[src/rtl/hash_pkg.sv]
// Shared constants and state encoding for the nonce-search micro-hash engine.
package hash_pkg;

    localparam logic [7:0] INIT_A    = 8'h01;
    localparam logic [7:0] INIT_B    = 8'h89;
    localparam logic [7:0] INIT_C    = 8'hFE;
    localparam logic [7:0] K_LO      = 8'h99;
    localparam logic [7:0] K_HI      = 8'hA1;
    localparam int         ROUNDS    = 32;
    localparam int         HDR_BYTES = 12;

    typedef enum logic [2:0] {
        ST_IDLE,
        ST_LOAD,
        ST_ROUND,
        ST_CHECK,
        ST_DONE,
        ST_FAIL
    } state_t;

endpackage

[src/rtl/hash_round.sv]
// One combinational micro-hash round; rounds 16..31 use K_HI and fold c into x.
module hash_round
    import hash_pkg::*;
(
    input  logic [7:0] i_a,
    input  logic [7:0] i_b,
    input  logic [7:0] i_c,
    input  logic [7:0] i_w,
    input  logic [4:0] i_idx,
    output logic [7:0] o_a,
    output logic [7:0] o_b,
    output logic [7:0] o_c
);

    logic       w_hi;
    logic [7:0] w_x;
    logic [7:0] w_k;

    assign w_hi = i_idx[4];
    assign w_x  = w_hi ? (i_a ^ i_b ^ i_c) : (i_a ^ i_b);
    assign w_k  = w_hi ? K_HI : K_LO;

    assign o_a = i_b ^ i_c;
    assign o_b = {i_c[3:0], 4'b0000};
    assign o_c = w_x + w_k + i_w;

endmodule

[src/rtl/hash_nonce_search.sv]
// Nonce search: hashes header||nonce with UNROLL rounds/clock until both upper hash bytes pass target.
// Optional best-hash tracking outputs are built when HASH_BEST_TRACK_EN is defined.
module hash_nonce_search
    import hash_pkg::*;
#(
    parameter int          UNROLL    = 1,
    parameter logic [31:0] MAX_NONCE = 32'hFFFF_FFFF
) (
    input  logic        clk,
    input  logic        reset,
    input  logic        ready,
    input  logic [95:0] block_in,
    input  logic [8:0]  target,
    output logic [23:0] hash_out,
    output logic [31:0] nonce_out,
    output logic        valid,
    output logic        not_found,
    output logic        busy,
`ifdef HASH_BEST_TRACK_EN
    output logic [23:0] best_hash,
    output logic [31:0] best_nonce,
`endif
    output logic [2:0]  dbg_state
);

    localparam logic [4:0] LAST_RND = 5'(ROUNDS - UNROLL);

    state_t       r_state;
    state_t       w_next;
    logic [95:0]  r_hdr;
    logic [8:0]   r_tgt;
    logic [31:0]  r_nonce;
    logic [7:0]   r_a;
    logic [7:0]   r_b;
    logic [7:0]   r_c;
    logic [127:0] r_win;
    logic [4:0]   r_rnd;
    logic [23:0]  r_hash;
    logic [31:0]  r_nonce_out;
    logic [127:0] w_msg;
    logic [7:0]   w_h0;
    logic [7:0]   w_h1;
    logic [7:0]   w_h2;
    logic         w_pass;

    // Window byte j holds W[i+j] for the round about to be evaluated.
    logic [7:0]   w_a   [UNROLL+1];
    logic [7:0]   w_b   [UNROLL+1];
    logic [7:0]   w_c   [UNROLL+1];
    logic [127:0] w_win [UNROLL+1];

    assign w_a[0]   = r_a;
    assign w_b[0]   = r_b;
    assign w_c[0]   = r_c;
    assign w_win[0] = r_win;

    for (genvar g = 0; g < UNROLL; g++) begin : g_round
        hash_round u_round (
            .i_a  (w_a[g]),
            .i_b  (w_b[g]),
            .i_c  (w_c[g]),
            .i_w  (w_win[g][7:0]),
            .i_idx(r_rnd + 5'(g)),
            .o_a  (w_a[g+1]),
            .o_b  (w_b[g+1]),
            .o_c  (w_c[g+1])
        );
        assign w_win[g+1] = {w_win[g][111:104] | (w_win[g][63:56] ^ w_win[g][23:16]),
                             w_win[g][127:8]};
    end

    always_comb begin
        w_msg = '0;
        for (int j = 0; j < HDR_BYTES; j++) begin
            w_msg[8*j +: 8] = r_hdr[95-8*j -: 8];
        end
        for (int j = 0; j < 4; j++) begin
            w_msg[8*(HDR_BYTES+j) +: 8] = r_nonce[31-8*j -: 8];
        end
    end

    assign w_h0   = INIT_A + r_a;
    assign w_h1   = INIT_B + r_b;
    assign w_h2   = INIT_C + r_c;
    assign w_pass = ({1'b0, w_h0} < r_tgt) && ({1'b0, w_h1} < r_tgt);

    always_comb begin
        w_next = r_state;
        case (r_state)
            ST_IDLE:  if (ready) w_next = ST_LOAD;
            ST_LOAD:  w_next = ready ? ST_ROUND : ST_IDLE;
            ST_ROUND: begin
                if (!ready)                 w_next = ST_IDLE;
                else if (r_rnd == LAST_RND) w_next = ST_CHECK;
            end
            ST_CHECK: begin
                if (!ready)                      w_next = ST_IDLE;
                else if (w_pass)                 w_next = ST_DONE;
                else if (r_nonce == MAX_NONCE)   w_next = ST_FAIL;
                else                             w_next = ST_LOAD;
            end
            ST_DONE, ST_FAIL: if (!ready) w_next = ST_IDLE;
            default:  w_next = ST_IDLE;
        endcase
    end

    always_ff @(posedge clk or negedge reset) begin
        if (!reset) r_state <= ST_IDLE;
        else        r_state <= w_next;
    end

    always_ff @(posedge clk or negedge reset) begin
        if (!reset) begin
            r_hdr       <= '0;
            r_tgt       <= '0;
            r_nonce     <= '0;
            r_a         <= '0;
            r_b         <= '0;
            r_c         <= '0;
            r_win       <= '0;
            r_rnd       <= '0;
            r_hash      <= '0;
            r_nonce_out <= '0;
        end else begin
            case (r_state)
                ST_IDLE: if (ready) begin
                    r_hdr   <= block_in;
                    r_tgt   <= target;
                    r_nonce <= '0;
                end
                ST_LOAD: begin
                    r_a   <= INIT_A;
                    r_b   <= INIT_B;
                    r_c   <= INIT_C;
                    r_win <= w_msg;
                    r_rnd <= '0;
                end
                ST_ROUND: begin
                    r_a   <= w_a[UNROLL];
                    r_b   <= w_b[UNROLL];
                    r_c   <= w_c[UNROLL];
                    r_win <= w_win[UNROLL];
                    r_rnd <= r_rnd + 5'(UNROLL);
                end
                ST_CHECK: if (ready) begin
                    if (w_pass) begin
                        r_hash      <= {w_h0, w_h1, w_h2};
                        r_nonce_out <= r_nonce;
                    end else if (r_nonce != MAX_NONCE) begin
                        r_nonce <= r_nonce + 32'd1;
                    end
                end
                default: ;
            endcase
        end
    end

`ifdef HASH_BEST_TRACK_EN
    logic [23:0] r_best_hash;
    logic [31:0] r_best_nonce;

    always_ff @(posedge clk or negedge reset) begin
        if (!reset) begin
            r_best_hash  <= 24'hFF_FFFF;
            r_best_nonce <= '0;
        end else if (r_state == ST_IDLE && ready) begin
            r_best_hash  <= 24'hFF_FFFF;
            r_best_nonce <= '0;
        end else if (r_state == ST_CHECK && ready && ({w_h0, w_h1} < r_best_hash[23:8])) begin
            r_best_hash  <= {w_h0, w_h1, w_h2};
            r_best_nonce <= r_nonce;
        end
    end

    assign best_hash  = r_best_hash;
    assign best_nonce = r_best_nonce;
`endif

    // Status flags decode the state register so an async reset clears them at once.
    assign valid     = (r_state == ST_DONE);
    assign not_found = (r_state == ST_FAIL);
    assign busy      = (r_state == ST_LOAD) || (r_state == ST_ROUND) || (r_state == ST_CHECK);
    assign hash_out  = r_hash;
    assign nonce_out = r_nonce_out;
    assign dbg_state = r_state;

endmodule

[config.mk]
export PLATFORM = sky130hd
export DESIGN_NAME = hash_nonce_search
export DESIGN_NICKNAME = d
export VERILOG_FILES = /design/src/rtl/hash_pkg.sv /design/src/rtl/hash_round.sv /design/src/rtl/hash_nonce_search.sv
export SDC_FILE = /design/constraint.sdc
export NUM_CORES = 1
export LEC_CHECK = 0
export BUFFER_PORTS_ARGS = -buffer_cell sky130_fd_sc_hd__clkbuf_2
export CAP_MARGIN = 20
export CORE_AREA = 2 2 204 206
export CTS_CLUSTER_DIAMETER = 50
export DETAILED_ROUTE_END_ITERATION = 10
export DIE_AREA = 0 0 206 208
export PLACE_DENSITY = 0.71
export SYNTH_ARGS = -nofsm -noshare
export SYNTH_HDL_FRONTEND = slang
export SYNTH_HIERARCHICAL = 1
export SYNTH_SLANG_ARGS = --single-unit
export TNS_END_PERCENT = 1
[constraint.sdc]
create_clock -name clk -period 2.9 [get_ports clk]
set_input_delay 0.435 -clock clk [delete_from_list [all_inputs] [get_ports clk]]
set_output_delay 0.435 -clock clk [all_outputs]
set_load 0.005 [all_outputs]
==> metrics.txt, run 1 <==
internal power=12.7 mW; main combinational cell family by area after synthesis=simple AND/OR/NAND/NOR gates; Clk pwr share=24.5%; H-tree levels=2; CP startpoint kind=register; Layout area overhead=20.2%; I/O Pins=170; Crit-path slowest cell=dfrtp_1; CP Max Fanout=6; Peak VDD IR=0.865 mV; Switching Fraction=38.6%; WL per Instance=18.4 um; initial antenna violation count=0; Post-DP HPWL=29,100 um; mapped cell area=16,100 um^2; fin crit share=105%; GPL Wtd Cong=0.865; Simple-Gate Fraction of Synth Area=15.8%; total track usage=20.1%; Max clock buf depth=3; critical path type=reg -> reg; Core Box Area=40,600 um^2; RSZ-0062 raised after global routing=yes; Residual DRC=0; Req. time, crit path=3.31 ns; largest cells by area after synthesis=dfrtp_1 (55%), nand2_1 (11%), a22oi_1 (5.6%); DR pass1 iterations=6; FMAX=0.330 GHz; post-synthesis compound-gate area fraction=15.7%; Slew @ Worst Pin=0.762 ns; largest net degree at the start of global routing=103; # fillers=3,764; Layout Cells excl Fill=2,380; mux cell area share after synthesis=3.97%; top cell type's share of synthesized area=54.7%; adder-cell share of the synthesized area=2.82%; P per Cell Area=1060 nW/um^2; vias in the first global route=12,400; worst slack, placed=-0.162 ns; sequence of cells on the critical path=ha_2, xor2_2, ha_1, a21o_1, a21o_1, a211o_4, a2111oi_4, buf_6, buf_6, mux2_1; worst hold path class=in -> reg; slew margin rel.=49.2%; vias=12,900; # rows=74; Layout Skew=0.0163 ns; R2R setup slack=-0.13 ns; Critical Path AT=3.44 ns; first-pass GRT wire length=68,900 um; status=finished with violations; Ant. Diodes=0; initial DRC count=1,162; Die ar.=42,800 um^2; failing checks=negative setup slack; area leader, netlist=dfrtp_1; Syn Area/Cell=9.77 um^2; Synth Register Bits=353; fraction of layout cells with a size suffix above 1=18.3%; die height=208 um; Synth Area in XOR/XNOR=2.98%; initial core utilization=39.8%; TritonCTS Buffers=40; Combinational Power Share=37.7%; CTS tree=yes; Tot Pwr=20.6 mW; final worst slack=-0.133 ns; crit-path leading delay family=compound AO/OA/AOI/OAI gates; Worst setup EP type=register; final-stage net count=1,964; top_reg_cell synth=dfrtp_1; maxcap violations=0; register share of total power=37.9%; Post-synth ARST share=100%; Static Leak=9.38 nW; max incr delay on CP=0.38 ns; Cells after DPL=2,299; Post-DRT Antenna Nets=0; Final Hold Viols=0; post-DR vias/cell=5.41; GR Overflow Total=0; final wirelength=43,700 um; I/O Buffers=169; Synth Instances=1,652; Final min period=3.03 ns; CTS Root Buffer Type=clkbuf_16; switching power=7.97 mW; EDFF count, synth=0; Hold WS=0.0787 ns; yosys synthesis warning count=6; Die Width=206 um; Reg clk slew, reported paths=0.06 ns; WP buf/inv=2; Setup-failing EPs final=66; CTS Sinks=353; fin. max-slew vios=0; Clk Latency, worst-skew pair=0.55 ns; Seq/Total Area, Yosys=54.7%; post-synth cell types=57
## flip-flops by register name, indices dropped and copies added (netlist names)
name,cells
nonce_out,32
hash_out,24
r_c,8
r_rnd,5
r_nonce,32
dbg_state,3
r_b,8
r_win,128
r_hdr,96
r_a,8
r_tgt,9
## cell usage in the layout (no fill, tap or decap), drive strengths merged, types with 7 or more instances in the layout
master and count:
a31oi 28, clkinv 7, buf 69, a22o 15, dfrtp 353, nand4 9
o22a 10, mux2i 10, xor2 28, inv 38, a22oi 120, nand2 479
o21ai 156, mux2 48, nand3 24, xnor2 27, or3 13, a21oi 27
ha 30, nor2 33, nor3 12, clkbuf 224, o21a 8, and3 15
## timing repair
| action | CTS | global route |
|---|---|---|
| endpoints found under the setup margin | 85 | 89 |
| pin swaps | 0 | 13 |
| resized for setup | 7 | 28 |
| hold buffers | 1 | 0 |
| cloned | 0 | 4 |
| hold endpoints to repair | 71 | 0 |
| setup buffers | 0 | 7 |
## routing by layer
| metal | GRT usage (%) | wire length (um) | vias up | part of all wire (%) |
|---|---|---|---|---|
| li1 | - | - | 6021 | - |
| met1 | 29.9 | 19700 | 6324 | 45 |
| met2 | 31.1 | 20000 | 459 | 46 |
| met3 | 3.01 | 3210 | 60 | 7.3 |
| met4 | 4.29 | 780 | 0 | 1.8 |
| met5 | 0 | 0 | - | 0 |
## worst reg2reg max path: cells and delay by family, from the launching register on
family / cells / cell delay [ns]
buf+inv: 2 / 0.41
flops: 1 / 0.38
xor+xnor: 1 / 0.18
fa+ha+maj: 2 / 0.54
compound gates: 4 / 1.04
mux: 1 / 0.35
## cells by family after synthesis
group                    count (synthesis)
XOR/XNOR                                55
other                                    1
adder cells (fa/ha/maj)                 34
buffers and inverters                  148
flip-flops                             353
AO/OA/AOI/OAI                          391
AND/OR/NAND/NOR                        612
multiplexers                            58
## worst paths after layout
check                        startpoint      endpoint  cells past startpoint
max in group asynchronous         reset     r_hdr[67]                      3
setup / recovery                 r_a[0]  hash_out[20]                     10
setup reg to reg                 r_a[0]  hash_out[20]                     10
hold / removal             block_in[18]     r_hdr[18]                      3
hold reg to reg               r_hdr[90]     r_hdr[90]                      2
min in group asynchronous         reset     r_hdr[11]                      2
## layout make-up
| type | instances | area (um^2) | share of cell area [%] |
|---|---|---|---|
| Clock inverter | 14 | 170 | 0.877 |
| Multi-Input combinational cell | 1154 | 6830 | 35.2 |
| Sequential cell | 353 | 8840 | 45.5 |
| Tap cell | 532 | 666 | 3.43 |
| Clock buffer | 54 | 1140 | 5.90 |
| Timing Repair Buffer | 240 | 1630 | 8.39 |
| Inverter | 33 | 124 | 0.638 |
## metrics by stage
step | TNS (ns) | area, um^2 | util (%)
2_1_floorplan | 0 | 16200 | -
4_1_cts | -3.63 | 19200 | 47.2
6_report | -5.47 | 19400 | 47.8
5_1_grt | -12.74 | 19400 | 47.8
3_3_place_gp | 0 | 17800 | 43.9
3_5_place_dp | -8.42 | 17800 | 43.9
## synth_stat cells (10+ instances only)
cell type,count
xor2_1,28
a31oi_1,28
buf_4,10
and3_1,15
nand2_1,479
inv_1,33
xnor2_1,27
o22a_1,10
mux2i_1,10
buf_1,11
or3_1,13
mux2_1,47
clkbuf_1,84
a21oi_1,26
dfrtp_1,353
a22o_1,15
ha_1,30
nand3_1,24
a22oi_1,120
nor3_1,11
o21ai_0,156
nor2_1,33
## power by group through the flow
stage                     Combinational, mW  Clock [mW]  Sequential (mW)
final                                  7.77        5.05             7.81
after floorplan                        5.12           0             7.49
after CTS                              7.57        5.16             7.78
after detailed placement               7.44           0             7.85
after global routing                   8.76        5.35             7.99
after global placement                 7.19           0             7.78
Note: power is estimated with default switching activity, not from simulation.
==> run 2, diff against run 1 <==
Settings changed: PLACE_DENSITY 0.71 to 0.6.
==> metrics.txt, run 2 (synthesis results as in run 1) <==
status=finished with violations; failing checks=negative setup slack; commonest non-fill, non-tap cell in the layout=nand2_1; CP endpoint=nonce_out[12]; RSZ-0062 raised after global routing=yes; FMAX=0.338 GHz (+2.6%); Critical Path AT=3.38 ns (-0.06 ns); TritonCTS Buffers=43 (+7.5%); CTS Sinks=353 (unchanged); Critical R2R Launch=r_a[0]; critical path type=reg -> reg; area of the multi-input gates=6970 um^2 (+2.1%); Core Box Area=40,600 um^2 (unchanged); Layout Skew=0.0211 ns (+0.00485 ns); # fillers=3,841 (+2.0%); Post-DRT Antenna Nets=0 (unchanged); H-tree levels=2 (unchanged); Max clock buf depth=3 (unchanged); Switching Fraction=38.7% (+0.043 points); CP startpoint kind=register; DR pass1 iterations=6 (unchanged); WL per Instance=18.6 um (+1.3%); Die Width=206 um (unchanged); initial antenna violation count=0 (unchanged); switching power=8.19 mW (+2.7%); final worst slack=-0.0564 ns (+0.0766 ns); crit path launch=r_a[0]; GPL Wtd Cong=0.842 (-2.6%); Post-DP HPWL=29,200 um (+0.22%); Layout area overhead=22.1%; first-pass GRT wire length=70,800 um (+2.7%); Ant. Diodes=0 (unchanged); Tot Pwr=21.2 mW (+2.6%); total track usage=20.8% (+0.73 points); commonest cells after routing, fill and taps aside=nand2_1 (477), dfrtp_1 (352), clkbuf_2 (168), o21ai_0 (154), a22oi_1 (119); internal power=13.0 mW (+2.5%); R2R setup slack=-0.06 ns (+0.08 ns); GR Overflow Total=0 (unchanged); initial DRC count=979 (-16%); Combinational Power Share=38.2% (+0.5 points); vias in the first global route=12,800 (+3.3%); Worst Reg-to-Reg Cells=10 (unchanged); Largest register FFs=128 (unchanged); Clk Latency, worst-skew pair=0.56 ns (about the same); I/O Buffers=169 (unchanged); Clk pwr share=24.9% (+0.4 points); register share of total power=36.9% (-1.0 points); post-layout util=48.6% (+0.76 points); P per Cell Area=1070 nW/um^2 (+1.0%); slew margin rel.=41.7% (-7.5 points); Final min period=2.96 ns (-0.0766 ns); CP Max Fanout=11 (+5); Setup-failing EPs final=44 (-33%); I/O Pins=170 (unchanged); final wirelength=44,700 um (+2.3%); post-DR vias/cell=5.38 (-0.46%); CTS tree=yes; die height=208 um (unchanged); maxcap violations=0 (unchanged); fraction of layout cells with a size suffix above 1=20.5% (+2.2 points); Peak VDD IR=0.553 mV (-36%); worst hold path class=in -> reg; Slew @ Worst Pin=0.874 ns (+0.113 ns); # rows=74 (unchanged); Largest Register=r_win; Residual DRC=0 (unchanged); Critical R2R Capture=nonce_out[12]; initial core utilization=39.8% (unchanged); vias=12,900 (+0.46%); Worst setup EP type=register; Reg clk slew, reported paths=0.06 ns (about the same); Req. time, crit path=3.32 ns (about the same); Reg area=8840 um^2 (unchanged); fin crit share=102% (-2.6 points); Final Hold Viols=0 (unchanged); final-stage net count=1,981 (+0.87%); Die ar.=42,800 um^2 (unchanged); Largest regs=r_win (128), r_hdr (96); Static Leak=9.48 nW (+1.1%); fin. max-slew vios=0 (unchanged); largest net degree at the start of global routing=127 (+23%); CTS Root Buffer Type=clkbuf_16
## run 2: changes by cell type in the layout (fill, tap and decap cells not counted), moves of 3 or more
| cell | previous run | this run |
|---|---|---|
| mux2_4 | 1 | 22 |
| mux2_1 | 46 | 26 |
| buf_4 | 50 | 61 |
| buf_6 | 3 | 7 |
| a31oi_1 | 28 | 25 |
| a31oi_4 | 0 | 3 |
| clkbuf_8 | 7 | 10 |
| clkinv_2 | 4 | 7 |
| dfrtp_2 | 3 | 0 |
## run 2: timing repair
action / in CTS / in global routing
gates cloned: 2 / 1
gates resized for setup: 11 / 47
hold buffers: 1 / 0
pin swaps: 6 / 13
endpoints found under the setup margin: 69 / 88
hold endpoints to repair: 73 / 0
buffers inserted: 4 / 6
## run 2: worst min path at each step
stage	start	endpoint	slack, ns	cells past startpoint
after floorplan	reset	dbg_state[0]	0.14	0
after global placement	r_hdr[94]	r_hdr[94]	0.46	2
final	block_in[30]	r_hdr[30]	0.06	3
after global routing	block_in[45]	r_hdr[45]	0.05	3
after CTS	block_in[30]	r_hdr[30]	0.04	3
after detailed placement	r_hdr[33]	r_hdr[33]	0.46	2
## run 2: critical path: stages (launching register included)
cell,delay [ns]
dfrtp_1,0.41
ha_4,0.19
xor2_2,0.15
ha_1,0.32
a21o_1,0.16
a21o_1,0.18
a211o_4,0.37
a2111oi_4,0.31
buf_6,0.21
clkbuf_16,0.19
mux2_1,0.33
## run 2: power by group through the flow
stage / Combinational [mW] / Clock, mW / Sequential [mW]
2_1_floorplan: 5.12 / 0 / 7.49
3_3_place_gp: 7.41 / 0 / 7.82
3_5_place_dp: 7.64 / 0 / 7.87
4_1_cts: 7.81 / 5.36 / 7.80
5_1_grt: 9.10 / 5.57 / 8.01
6_report: 8.09 / 5.27 / 7.82
## run 2: through the flow
stage               instance area [um^2]  TNS, ns  worst slack (ns)  instances  hold WS [ns]
global placement                   17900    -1.11           -0.0335       2313         0.458
detailed placement                 17900    -5.83            -0.137       2314         0.463
CTS                                19400    -5.00            -0.123       2397        0.0394
global route                       19700    -7.71            -0.171       2402        0.0541
finish                             19700    -1.05           -0.0564       2402        0.0646
floorplan                          16200        0           0.00121       1655         0.139
## run 2: routing by layer
| metal | GRT usage, % | part of all wire [%] |
|---|---|---|
| met1 | 30.8 | 47 |
| met2 | 31.8 | 46 |
| met3 | 3.16 | 5.5 |
| met4 | 5.59 | 1.8 |
| met5 | 0 | 0 |
## run 2: area by class of cell
type | instances | share of cell area [%]
well taps | 532 | 3.38
inverters | 33 | 0.628
flip-flops and latches | 353 | 44.8
multi-input cells | 1154 | 35.4
clock buffers | 58 | 6.25
clock inverters | 18 | 0.787
repair buffers | 254 | 8.74
